### config.mk
export PLATFORM = sky130hd
export DESIGN_NAME = bullet_sprite_painter
export DESIGN_NICKNAME = d
export VERILOG_FILES = /design/src/rtl/bullet_sprite_painter.sv
export SDC_FILE = /design/constraint.sdc
export NUM_CORES = 1
export LEC_CHECK = 0
export CORE_UTILIZATION = 55
export CTS_CLUSTER_DIAMETER = 50
export DETAILED_ROUTE_END_ITERATION = 7
export PLACE_DENSITY_LB_ADDON = 0.05
export SYNTH_ARGS = -nofsm -noshare
export SYNTH_HDL_FRONTEND = slang
export SYNTH_SLANG_ARGS = --single-unit
### constraint.sdc
create_clock -name CLOCK_50 -period 8.3 [get_ports CLOCK_50]
set_clock_uncertainty 0.1 [all_clocks]
set_input_delay 1.66 -clock CLOCK_50 [delete_from_list [all_inputs] [get_ports CLOCK_50]]
set_output_delay 1.66 -clock CLOCK_50 [all_outputs]
set_load 0.005 [all_outputs]
### src/rtl/bullet_sprite_painter.sv
// ============================================================================
// Module      : bullet_sprite_painter
// Description : Per-bullet repaint engine. On a frame tick it erases the box
//               drawn last time in the background colour, then draws the box
//               at the newly latched position. It emits one pixel per clock as
//               X/Y/colour/plot_enable for the object-to-paint selector.
// Revision    : 1.0 - initial release
// ============================================================================
`default_nettype none

module bullet_sprite_painter #(
    parameter int         W        = 4,
    parameter int         H        = 4,
    parameter int         X_MAX    = 319,
    parameter int         Y_MAX    = 239,
    parameter logic [2:0] BG_COLOR = 3'b000
) (
    input  logic       CLOCK_50,
    input  logic       rst,
    input  logic       frame_tick,
    input  logic       active,
    input  logic [8:0] new_X,
    input  logic [7:0] new_Y,
    input  logic [2:0] bullet_color,
    output logic [8:0] VGA_X,
    output logic [7:0] VGA_Y,
    output logic [2:0] VGA_color,
    output logic       plot_enable,
    output logic       busy,
    output logic       done
);

    typedef enum logic [1:0] {
        S_IDLE  = 2'd0,
        S_ERASE = 2'd1,
        S_DRAW  = 2'd2,
        S_DONE  = 2'd3
    } state_t;

    localparam logic [3:0] COL_LAST = 4'(W - 1);
    localparam logic [3:0] ROW_LAST = 4'(H - 1);
    localparam logic [9:0] X_LIM    = 10'(X_MAX);
    localparam logic [8:0] Y_LIM    = 9'(Y_MAX);

    state_t     state, state_n;
    logic [3:0] col, col_n;
    logic [3:0] row, row_n;

    logic [8:0] pend_x;
    logic [7:0] pend_y;
    logic [2:0] pend_color;
    logic       pend_active;
    logic [8:0] old_x;
    logic [7:0] old_y;
    logic       has_drawn;

    logic       take_tick;
    logic       scan_last;
    logic       go_active;
    logic [8:0] draw_x;
    logic [7:0] draw_y;
    logic [2:0] draw_color;
    logic [8:0] base_x;
    logic [7:0] base_y;
    logic [2:0] color_n;
    logic [9:0] px;
    logic [8:0] py;
    logic       plot_n;

    // The state/counters describe the pixel currently on the outputs, so the
    // next-state logic also picks the pixel that becomes visible after the edge.
    always_comb begin
        state_n    = state;
        col_n      = col;
        row_n      = row;
        take_tick  = (state == S_IDLE) && frame_tick;
        scan_last  = (col == COL_LAST) && (row == ROW_LAST);
        // Active flag is taken straight from the input on the latching edge.
        go_active  = take_tick ? active : pend_active;
        draw_x     = take_tick ? new_X : pend_x;
        draw_y     = take_tick ? new_Y : pend_y;
        draw_color = take_tick ? bullet_color : pend_color;

        case (state)
            S_IDLE: begin
                col_n = 4'd0;
                row_n = 4'd0;
                if (frame_tick) begin
                    if (has_drawn)      state_n = S_ERASE;
                    else if (go_active) state_n = S_DRAW;
                    else                state_n = S_DONE;
                end
            end
            S_ERASE, S_DRAW: begin
                if (scan_last) begin
                    col_n   = 4'd0;
                    row_n   = 4'd0;
                    state_n = (state == S_ERASE && go_active) ? S_DRAW : S_DONE;
                end else if (col == COL_LAST) begin
                    col_n = 4'd0;
                    row_n = row + 4'd1;
                end else begin
                    col_n = col + 4'd1;
                end
            end
            default: begin
                state_n = S_IDLE;
            end
        endcase

        base_x  = (state_n == S_ERASE) ? old_x    : draw_x;
        base_y  = (state_n == S_ERASE) ? old_y    : draw_y;
        color_n = (state_n == S_ERASE) ? BG_COLOR : draw_color;
        px      = {1'b0, base_x} + 10'(col_n);
        py      = {1'b0, base_y} + 9'(row_n);
        // Off-screen steps still take their cycle but never write.
        plot_n  = ((state_n == S_ERASE) || (state_n == S_DRAW)) &&
                  (px <= X_LIM) && (py <= Y_LIM);
    end

    // State, scan counters, latched request, drawn-box memory and registered pixel outputs.
    always_ff @(posedge CLOCK_50 or posedge rst) begin
        if (rst) begin
            state       <= S_IDLE;
            col         <= 4'd0;
            row         <= 4'd0;
            pend_x      <= 9'd0;
            pend_y      <= 8'd0;
            pend_color  <= 3'd0;
            pend_active <= 1'b0;
            old_x       <= 9'd0;
            old_y       <= 8'd0;
            has_drawn   <= 1'b0;
            VGA_X       <= 9'd0;
            VGA_Y       <= 8'd0;
            VGA_color   <= 3'd0;
            plot_enable <= 1'b0;
            busy        <= 1'b0;
            done        <= 1'b0;
        end else begin
            state <= state_n;
            col   <= col_n;
            row   <= row_n;
            if (take_tick) begin
                pend_x      <= new_X;
                pend_y      <= new_Y;
                pend_color  <= bullet_color;
                pend_active <= active;
            end
            if (state == S_DONE) begin
                if (pend_active) begin
                    old_x     <= pend_x;
                    old_y     <= pend_y;
                    has_drawn <= 1'b1;
                end else begin
                    has_drawn <= 1'b0;
                end
            end
            VGA_X       <= px[8:0];
            VGA_Y       <= py[7:0];
            VGA_color   <= color_n;
            plot_enable <= plot_n;
            busy        <= (state_n != S_IDLE);
            done        <= (state_n == S_DONE);
        end
    end

endmodule

`default_nettype wire

* After elaboration in Yosys (flattened, before gate mapping)
Index checks and enable logic that the tools add are counted.
** Word-level totals
- Word-level logic and storage cells :: 60
- Bits in registers :: 72
- Output and inout port bits :: 23
** Cells by class
- $add $sub $neg :: 4
- Eq/ne operators :: 8
- $lt $le $gt $ge :: 2
- Muxes and demuxes :: 20
- Reductions and logical operators :: 10
** Operator list (count)
- 9-bit two-way mux :: 2
- 4-bit two-way mux :: 4
- 8-bit two-way mux :: 2
- 4-bit one-hot mux with 2 select lines :: 2
- 9-bit by 4-bit adder with 10-bit output :: 1
- 10-bit by 9-bit <= comparator with 1-bit output (second input constant) :: 1
- 8-bit by 4-bit adder with 9-bit output :: 1
- 9-bit by 8-bit <= comparator with 1-bit output (second input constant) :: 1
- 4-bit by 1-bit adder with 4-bit output (second input constant) :: 2
- 2-bit equality test (second input constant) :: 4
- 4-bit by 2-bit equality test with 1-bit output (second input constant) :: 2
- 2-bit two-way mux :: 3
- 3-bit two-way mux :: 2
- 1-bit logical AND :: 5
- 2-bit by 1-bit equality test with 1-bit output (second input constant) :: 2
- 1-bit two-way mux :: 4
- 2-bit one-hot mux with 2 select lines :: 1
- 2-bit logical NOT :: 1
- 2-bit AND reduction :: 1
- 2-bit nonzero test :: 1
- 2-bit OR reduction :: 1
- 1-bit logical OR :: 1

* Longest topological paths before layout
Gate-level depths: netlist of the first run.
- Word-level depth :: 13
- Gate-level depth with buffers :: 23

* Worst setup path before layout of the first run
Ideal clock, no wire load.
- Path kind :: input -> register
- Start point :: input frame_tick
- End point :: register plot_enable
- Buffers on the path :: 5
- Data required time :: 8.064 ns
- Stages on the path :: 21
- Path slack :: 2.687 ns
- Library setup time :: 0.136 ns
- Arrival :: 5.378 ns
- Cell sequence :: buf_6 > nand2_8 > buf_6 > mux2_2 > a31oi_1 > nor2_1 > nor2_1 > ha_1 > buf_4 > buf_6 > buf_1 > mux2_2 > ha_1 > inv_1 > fa_1 > inv_1 > a21o_1 > nand2b_1 > mux2_1 > o41ai_1 > nor4_2
** On the way
- Cells in the longest elaborated chain, start to end :: 12
- Elaborated cells between the ends (all ways) :: 22
** RTL lines
- from (decl) :: RTL line 20 : input logic frame_tick,
- 1-bit logical AND * :: RTL line 76 : take_tick = (state == S_IDLE) && frame_tick;
- 1-bit two-way mux *
- named net go_active :: RTL line 59 : logic go_active;
- 1-bit two-way mux or 1-bit logical AND (tied branches) :: RTL line 90, 98
- 2-bit two-way mux or 1-bit two-way mux (tied branches) :: RTL line 89, 98
- 2-bit two-way mux (on tied branches) :: RTL line 88, 95
- 2-bit one-hot mux with 2 select lines * :: RTL line 84 : case (state)
- named net state_n[0] :: RTL line 45 : state_t state, state_n;
- 2-bit by 1-bit equality test with 1-bit output :: RTL line 111, 112, 117
- 9-bit two-way mux :: RTL line 111 : base_x = (state_n == S_ERASE) ? old_x : draw_x;
- 9-bit by 4-bit adder with 10-bit output :: RTL line 114 : px = {1'b0, base_x} + 10'(col_n);
- 10-bit by 9-bit <= comparator with 1-bit output :: RTL line 118 : (px <= X_LIM) && (py <= Y_LIM);
- 1-bit logical AND :: RTL line 117 : plot_n = ((state_n == S_ERASE) || (state_n == S_DRAW)) &&
- 1-bit logical AND * :: RTL line 118
- named net plot_n :: RTL line 68 : logic plot_n;
- to (signal assigned) :: RTL line 162 : plot_enable <= plot_n;
- to (decl) :: RTL line 28 : output logic plot_enable,
Mark *: on every way through the listed nets, which the timed path passes. The rest lies on a longest branch.
A chain may end at the register's enable or synchronous reset.

* Worst setup path in the final report of the first run
Ends and elaborated chain as after synthesis.

==> summary by stage, run 1 <==
Place
In this run the cell area measured after placement is roughly 0.0041 mm^2. The global placer's final weighted congestion is roughly 0.79. Summed over all nets, the half-perimeter wirelength after detailed placement is 4.34 mm. During placement, the flow inserted port buffers numbering 46.

Synthesis
The total of warnings raised by yosys is 0. Of all flip-flops after synthesis, the portion carrying an async set or reset was 1.00. The dominant synthesized flop cell is dfrtp_1.

The share of the Yosys chip area taken by registers is 0.505. Dividing the synthesized area by the synthesized cell count gives 13.0 um^2. The synthesized instance count is 275. The share of the synthesized area in the top cell type is 0.505. The flop and latch count out of synthesis is between 70 and 80. The synthesized netlist contains 53 unique library cells.

The most common cell in the netlist is dfrtp_1. The leading area contributor after synthesis is dfrtp_1. When the netlist entered floorplanning its net count stood at 318. By count the netlist is led by dfrtp_1, mux2_2, ha_1. Ranked by total cell area, the synthesized netlist is headed by dfrtp_1, mux2_2, ha_1, xnor2_1, nand2_1.

The synthesized design contains 0 enable-type register cells. The summed instance area of the synthesized netlist is 0.00356 mm^2.

Timing
The number of hold-slack violations in the final timing report was 0. The final cycle utilization of the critical path is 0.739. Setup violations remaining at the end of the flow were counted as 0. The peak clock frequency supported by timing is 163 MHz. The clock period minus worst slack is 6.14 ns. Setup repair after global routing left no endpoint under its margin. The total negative slack for setup checks is 0 ns. The worst pin sits at a relative slew slack of 0.380. The number of max-slew violations in the final report was 0.

The worst hold slack is between 0.3 and 0.4 ns. At the pin with the least slew margin, the transition time is 0.928 ns.

Detailed routing
The total vias in the final route is 2187. The routed length per placed instance is 15.8 um. The first-pass iteration count of the detailed router is 4. The iteration-0 DRC count of the detailed router is 56. Wires add up to 6.35 mm.

The remaining antenna violation count is 0. The DRC violation count after routing is 0. The ratio of routed vias to standard cells is ~5.4.

Worst hold path
The tightest min-delay check is of the flip-flop to flip-flop type.

Floorplan
The floorplan core area is between 0.006 and 0.007 mm^2. After floorplanning, the core was divided into 28 placement rows. The die covers between 0.006 and 0.007 mm^2. For this configuration, the core starts out at a cell density of 0.585. From left edge to right edge, the die measures 82.5 um. During I/O placement, the number of pins put on the boundary was 47. The vertical extent of the die is 82.5 um.

Clocking
The insertion delay of the later-clocked pin in the worst-skew pair is approximately 0.34 ns. The maximum buffer depth of the clock tree is 2. Post-CTS repair changed the size of 0 cells.

Clock-pin slew was measured on the worst setup and hold paths at ~0.07 ns. The hold buffer count at cts is 0. The clock tree from TritonCTS is yes. The clock tree synthesis step divided the H-tree into 3 levels.

The TritonCTS buffer count is 9. For this design, the sink count on the clock tree is 72. In this run the post-CTS setup repair buffer count came out at 0. The root buffer selected by CTS is clkbuf_8.

Worst setup path
Of all nets on the critical path, the largest fanout is 25. The buffer and inverter count on the worst path is 2. The nature of the critical path startpoint is a primary input. Traced cell by cell, the critical path runs through clkdlybuf4s50_1, nand2_8, mux2_2, a31oi_1, nor2_1, nor2_1, ha_1, buf_4, mux2_2, ha_1, fa_1, nand3_1, nand2_1, nand3_1, a211oi_1, a311oi_1, nor4_2.

The slowest stage cell on the critical path is clkdlybuf4s50_1. The critical path is of the primary input to flip-flop type. For this run, the slowest stage of the critical path takes 0.63 ns. The critical path arrival is 6.25 ns. The worst setup path is captured at a flip-flop. The endpoint required time on the critical path is 8.41 ns. The cell family contributing the most delay on the critical path is adder cells.

Final layout
The number of antenna diodes in the final layout is 0. The summed area of non-filler cells in the final layout is 0.00427 mm^2. The area growth from synthesis to layout is 19.8%. In the final design database the tool counted 366 nets. The fraction of final layout cells sized beyond drive strength 1 is 0.245.

Pwr
The reported leakage power is 1.91 nW. The peak ir drop on the vdd network is ~0.27 mV. The ratio of total power to cell area is 401 mW/mm^2.

GRT
Across every metal layer, demand over resource in global routing totals 0.215. The via count of the first global-routing pass is 2189. The largest net degree at the start of global routing is 73. Global routing finished with a remaining overflow of 0.

The initial antenna violation count is 0. The wire length of the first global-routing pass is 10.4 mm.

Status
The flow ran to the end, and the final reports show no timing, DRC or antenna violations.

Job
The tool flagged a number of max-cap violations equal to 0.
path summary, 6_finish.rpt:
kind	start	end	slack, ns	cells past startpoint
max in group asynchronous	rst	done	5.73	3
worst max-delay path	frame_tick	plot_enable	2.16	17
min in group asynchronous	rst	VGA_color[1]	1.81	3
worst max register to register	col[0]	plot_enable	3.31	18
worst min-delay path	pend_color[2]	pend_color[2]	0.39	1
worst min register to register	pend_color[2]	pend_color[2]	0.39	1
cell usage in the layout (no fill, tap or decap), types with 2 or more instances in the layout:
cell | synthesis | layout
a211o_1 | 2 | 2
a211oi_1 | 3 | 3
a21o_1 | 4 | 4
a21oi_1 | 3 | 3
a22o_1 | 4 | 4
a31oi_1 | 2 | 2
and4b_1 | 2 | 2
buf_4 | 2 | 2
bufinv_16 | 0 | 2
clkbuf_8 | 0 | 9
clkdlybuf4s50_1 | 0 | 46
clkinv_2 | 0 | 2
clkinvlp_4 | 0 | 2
dfrtp_1 | 72 | 72
fa_1 | 2 | 2
ha_1 | 17 | 17
inv_1 | 11 | 10
mux2_2 | 45 | 45
mux2_4 | 3 | 3
mux2i_1 | 3 | 3
mux2i_4 | 2 | 2
nand2_1 | 14 | 14
nand2b_1 | 4 | 4
nand3_1 | 6 | 6
nor2_1 | 9 | 9
nor2b_1 | 7 | 7
nor3_1 | 3 | 3
nor3b_1 | 2 | 2
o21ai_0 | 7 | 7
o311a_1 | 2 | 2
or2_2 | 2 | 2
xnor2_1 | 7 | 7
xor2_1 | 5 | 5
state kept, by name, indices dropped and copies added (netlist names):
signal	count
plot_enable	1
state	2
VGA_X	9
pend_color	3
VGA_color	3
old_y	8
pend_active	1
VGA_Y	8
row	4
old_x	9
col	4
pend_x	9
busy	1
has_drawn	1
done	1
pend_y	8
power by group:
| part | internal, mW | switching, mW | total, mW |
|---|---|---|---|
| clock | 0.166 | 0.124 | 0.290 |
| sequential | 0.519 | 0.0730 | 0.592 |
| combinational | 0.443 | 0.387 | 0.831 |
| total | 1.13 | 0.584 | 1.71 |
per-layer routing:
metal	GRT usage	vias up	wire, um
li1	-	1069	-
met1	0.254	1057	2800
met2	0.361	49	3160
met3	0.0769	12	289
met4	0.0759	0	102
met5	0	-	0
worst reg2reg max path, cell delays in order, from the launching register on:
cell and delay [ns]:
dfrtp_1 0.40, ha_1 0.21, or3b_4 0.44, nor4b_4 0.39, o21ai_1 0.09, a31oi_1 0.15, nor2_1 0.08, nor2_1 0.20
ha_1 0.63, buf_4 0.38, mux2_2 0.37, ha_1 0.21, fa_1 0.41, nand3_1 0.09, nand2_1 0.09, nand3_1 0.16
a211oi_1 0.07, a311oi_1 0.30, nor4_2 0.09
cell families (layout without fill, tap and decap cells):
| family | after synthesis | in the layout | share of synthesized area |
|---|---|---|---|
| compound gates | 35 | 35 | 0.0741 |
| fa+ha+maj | 19 | 19 | 0.0709 |
| flops | 72 | 72 | 0.505 |
| simple gates | 60 | 60 | 0.105 |
| mux | 55 | 55 | 0.183 |
| buf+inv | 22 | 74 | 0.0323 |
| xor+xnor | 12 | 12 | 0.0295 |
cell type report:
cell class              instances  area [um^2]
flip-flops and latches         72         1800
multi-input cells             181         1650
well taps                      75         93.8
clock inverters                 6         85.1
repair buffers                 48          475
inverters                      11         41.3
clock buffers                   9          124
fillers                       421         1830
through the flow:
step | power (mW) | setup WS (ns) | util | instances
after floorplan | 1.18 | 2.69 | - | 275
after global routing | 1.85 | 1.80 | 0.700 | 402
after global placement | 1.42 | 1.94 | 0.666 | 387
after detailed placement | 1.43 | 1.76 | 0.666 | 387
after CTS | 1.73 | 2.13 | 0.700 | 402
final | 1.71 | 2.16 | 0.700 | 402
Power figures use the tool's default switching activity.
==> inputs of run 2 (changes only) <==
Clock period 8.3 ns to 6.07 ns, I/O delays scaled along.
==> run 2 against run 1 <==
Against the previous run:
- total power up 35%
- non-clock buffer count up 2
- core utilization down 0.10 points
- first-iteration DRC count up 1.8%
- combinational power up 37%
- via count up 3.4%
- sequential power up 37%
- clock-buffer cell count up 1
- setup slack worse by 1.2 ns
- largest cell class unchanged
- largest power group unchanged
==> summary by stage, run 2 (same netlist as run 1, synthesis figures left out) <==
Status
The run finished with clean final reports.

Detailed routing
After detailed routing, the number of vias per cell comes to 5.58. The iteration-0 DRC count of the detailed router is 57. The total wire length after detailed routing is 6.45 mm.

Once detail routing completed, the nets flagged for antenna violations numbered 0. The DRC violation count after routing is 0. For this run, the detailed router's first-pass iteration total came to 4.

The total vias in the final route is 2261. After detailed routing, the average wire length per cell comes to roughly 16 um.

Pwr
The peak ir drop on the vdd network is about 0.30 mV. The combinational group share of total power is 0.493. Overall power consumption after layout is estimated at 2.31 mW. The portion of total power attributed to sequential cells is 0.351. The relative contribution of the clock network to total power is 0.156. The power dissipated by switching net loads is about 0.80 mW. The fraction of power spent switching nets is 0.347. The ratio of total power to cell area is 542 mW/mm^2.

The cell-internal power is roughly 1.5 mW. For this design the static power due to leakage is 1.91 nW.

GRT
The via count of the first global-routing pass is ~2200. The residual overflow from global routing is 0. The first global-routing pass estimated 10.3 mm of wire. The largest net degree at the start of global routing is 49. The initial antenna violation count is 0. The global router's overall resource usage is 0.211.

Worst setup path
The worst setup path is of the primary input to flip-flop kind. The source of the worst register-to-register timing path is col[0]. The worst setup path is launched from a primary input.

The critical path arrival is between 5 and 6 ns. Along the worst path, the maximum fanout reaches 11. STA classifies the critical path endpoint as a flip-flop.

The setup check on the worst reg-to-reg path leaves a slack of approximately 1.5 ns. At the worst endpoint, the required time is 6.18 ns. The worst reg-to-reg path cell count is 17.

The worst register-to-register path ends at plot_enable.

Floorplan
The floorplan step defined a die boundary enclosing 0.00681 mm^2. The horizontal die dimension is 82.5 um. The initialized floorplan defines 28 standard-cell rows. 47 I/O pins were placed. The die is 82.5 um tall. The initial core utilization is 0.585.

The core region is ~0.006 mm^2.

Place
Detailed placement ended at an HPWL of 4.51 mm. The number of port buffers is between 40 and 50. After detailed placement, the design holds a cell count of 389. In this run the cell area measured after placement is 0.00408 mm^2. The global placer's final weighted congestion is 0.817.

Worst hold path
The startpoint identified for the worst hold timing path is pend_color[2]. The classification of the worst-slack hold path is flip-flop to flip-flop. The number of stages on the worst hold path is 1. The path with the worst hold slack has its endpoint at pend_color[2].

Final layout
In the final layout, the registers with the most flip-flops are VGA_X: 9 flops, old_x: 9 flops, pend_x: 9 flops. The most frequent standard cell in the layout excluding fill and tap cells is dfrtp_1. The count of nets after finishing is 368.

The summed area of non-filler cells in the final layout is 0.00426 mm^2. The area growth from synthesis to layout is 19.6%. The library cells used most frequently in the layout, excluding fill and tap cells, are dfrtp_1, clkdlybuf4s50_1, mux2_2. The number of antenna cells inserted is 0. The number of standard cells in the final layout excluding fillers is 405. The fraction of final layout cells sized beyond drive strength 1 is 0.248.

Timing
At the pin with the least slew margin, the transition time is roughly 0.96 ns. The final number of setup-violating endpoints is 0. The number of hold-slack violations in the final timing report is 0.

The worst pin sits at a relative slew slack of 0.356. The number of max-slew violations in the final report was 0. Setup repair after global routing left no endpoint under its margin.

The final cycle utilization of the critical path is 0.843. Based on the critical path, the design can be clocked at up to 196 MHz. The routed design could run at a clock period as short as 5.11 ns. For the final routed database, the setup TNS stands at 0 ns.

Clocking
TritonCTS built the clock tree. For the worst-skew pair, the clock arrives at the later sink with an insertion delay of 0.35 ns. The root buffer selected by CTS is clkbuf_8. In this run, post-CTS repair resized a total of 0 instances. The number of hold buffers added after CTS was 0. The TritonCTS buffer count is 9. The number of H-tree branching levels is 3. No sink is reached through more buffers than the 2 on the longest clock path. Counting every sink on the clock net gives 72. The setup fix buffers added after clock tree synthesis is 0. Clock-pin slew was measured on the worst setup and hold paths at 0.07 ns.

Job
The max capacitance violation total is 0.
## run 2: cell count changes in the layout (fill, tap and decap cells not counted), sizes merged
cell / change
clkbuf: +1
clkinv: +1
buf: +2
bufinv: -1
## run 2: area by class of cell
| class | count | area (um^2) |
|---|---|---|
| multi-input combinational | 181 | 1650 |
| timing repair buffer | 50 | 490 |
| tap | 75 | 93.8 |
| clock buffer | 10 | 128 |
| clock inverter | 6 | 60.1 |
| fill | 464 | 1830 |
| sequential | 72 | 1800 |
| inverter | 11 | 41.3 |
## run 2: routing by layer
layer	up-vias	GRT usage	wire (um)
met5	-	0	0
met4	0	0.126	233
met3	17	0.0582	248
met2	53	0.343	3020
met1	1114	0.250	2950
li1	1077	-	-
## run 2: worst max path at each step
| stage | startpoint | end | slack (ns) | cells past startpoint |
|---|---|---|---|---|
| 2_1_floorplan | frame_tick | plot_enable | 0.90 | 21 |
| 5_1_grt | frame_tick | plot_enable | 0.71 | 16 |
| 3_5_place_dp | frame_tick | plot_enable | 0.61 | 16 |
| 4_1_cts | frame_tick | plot_enable | 0.99 | 16 |
| 3_3_place_gp | frame_tick | plot_enable | 0.77 | 16 |
| 6_report | frame_tick | plot_enable | 0.96 | 16 |
## run 2: worst max-delay path, cell delays in order
cell,delay [ns]
clkdlybuf4s50_1,0.65
nand2_8,0.17
mux2_2,0.35
a31oi_1,0.16
nor2_1,0.07
nor2_1,0.17
ha_1,0.25
buf_4,0.23
mux2_2,0.35
ha_1,0.34
o21ai_0,0.10
nor2_1,0.20
nand2b_1,0.08
mux2_1,0.29
o41ai_1,0.49
nor4_2,0.10
## run 2: stage by stage
stage | setup slack (ns) | hold WS (ns) | utilization
floorplan | 0.903 | 0.365 | -
global placement | 0.766 | 0.377 | 0.669
detailed placement | 0.607 | 0.382 | 0.669
CTS | 0.988 | 0.400 | 0.699
global route | 0.714 | 0.410 | 0.699
finish | 0.955 | 0.394 | 0.699
## run 2: power groups by stage
stage                     Clock [mW]  Sequential (mW)  Combinational [mW]
after floorplan                    0            0.804               0.814
after global placement             0            0.811                1.12
after detailed placement           0            0.820                1.15
after CTS                      0.373            0.811                1.15
after global routing           0.393            0.834                1.26
final                          0.362            0.810                1.14
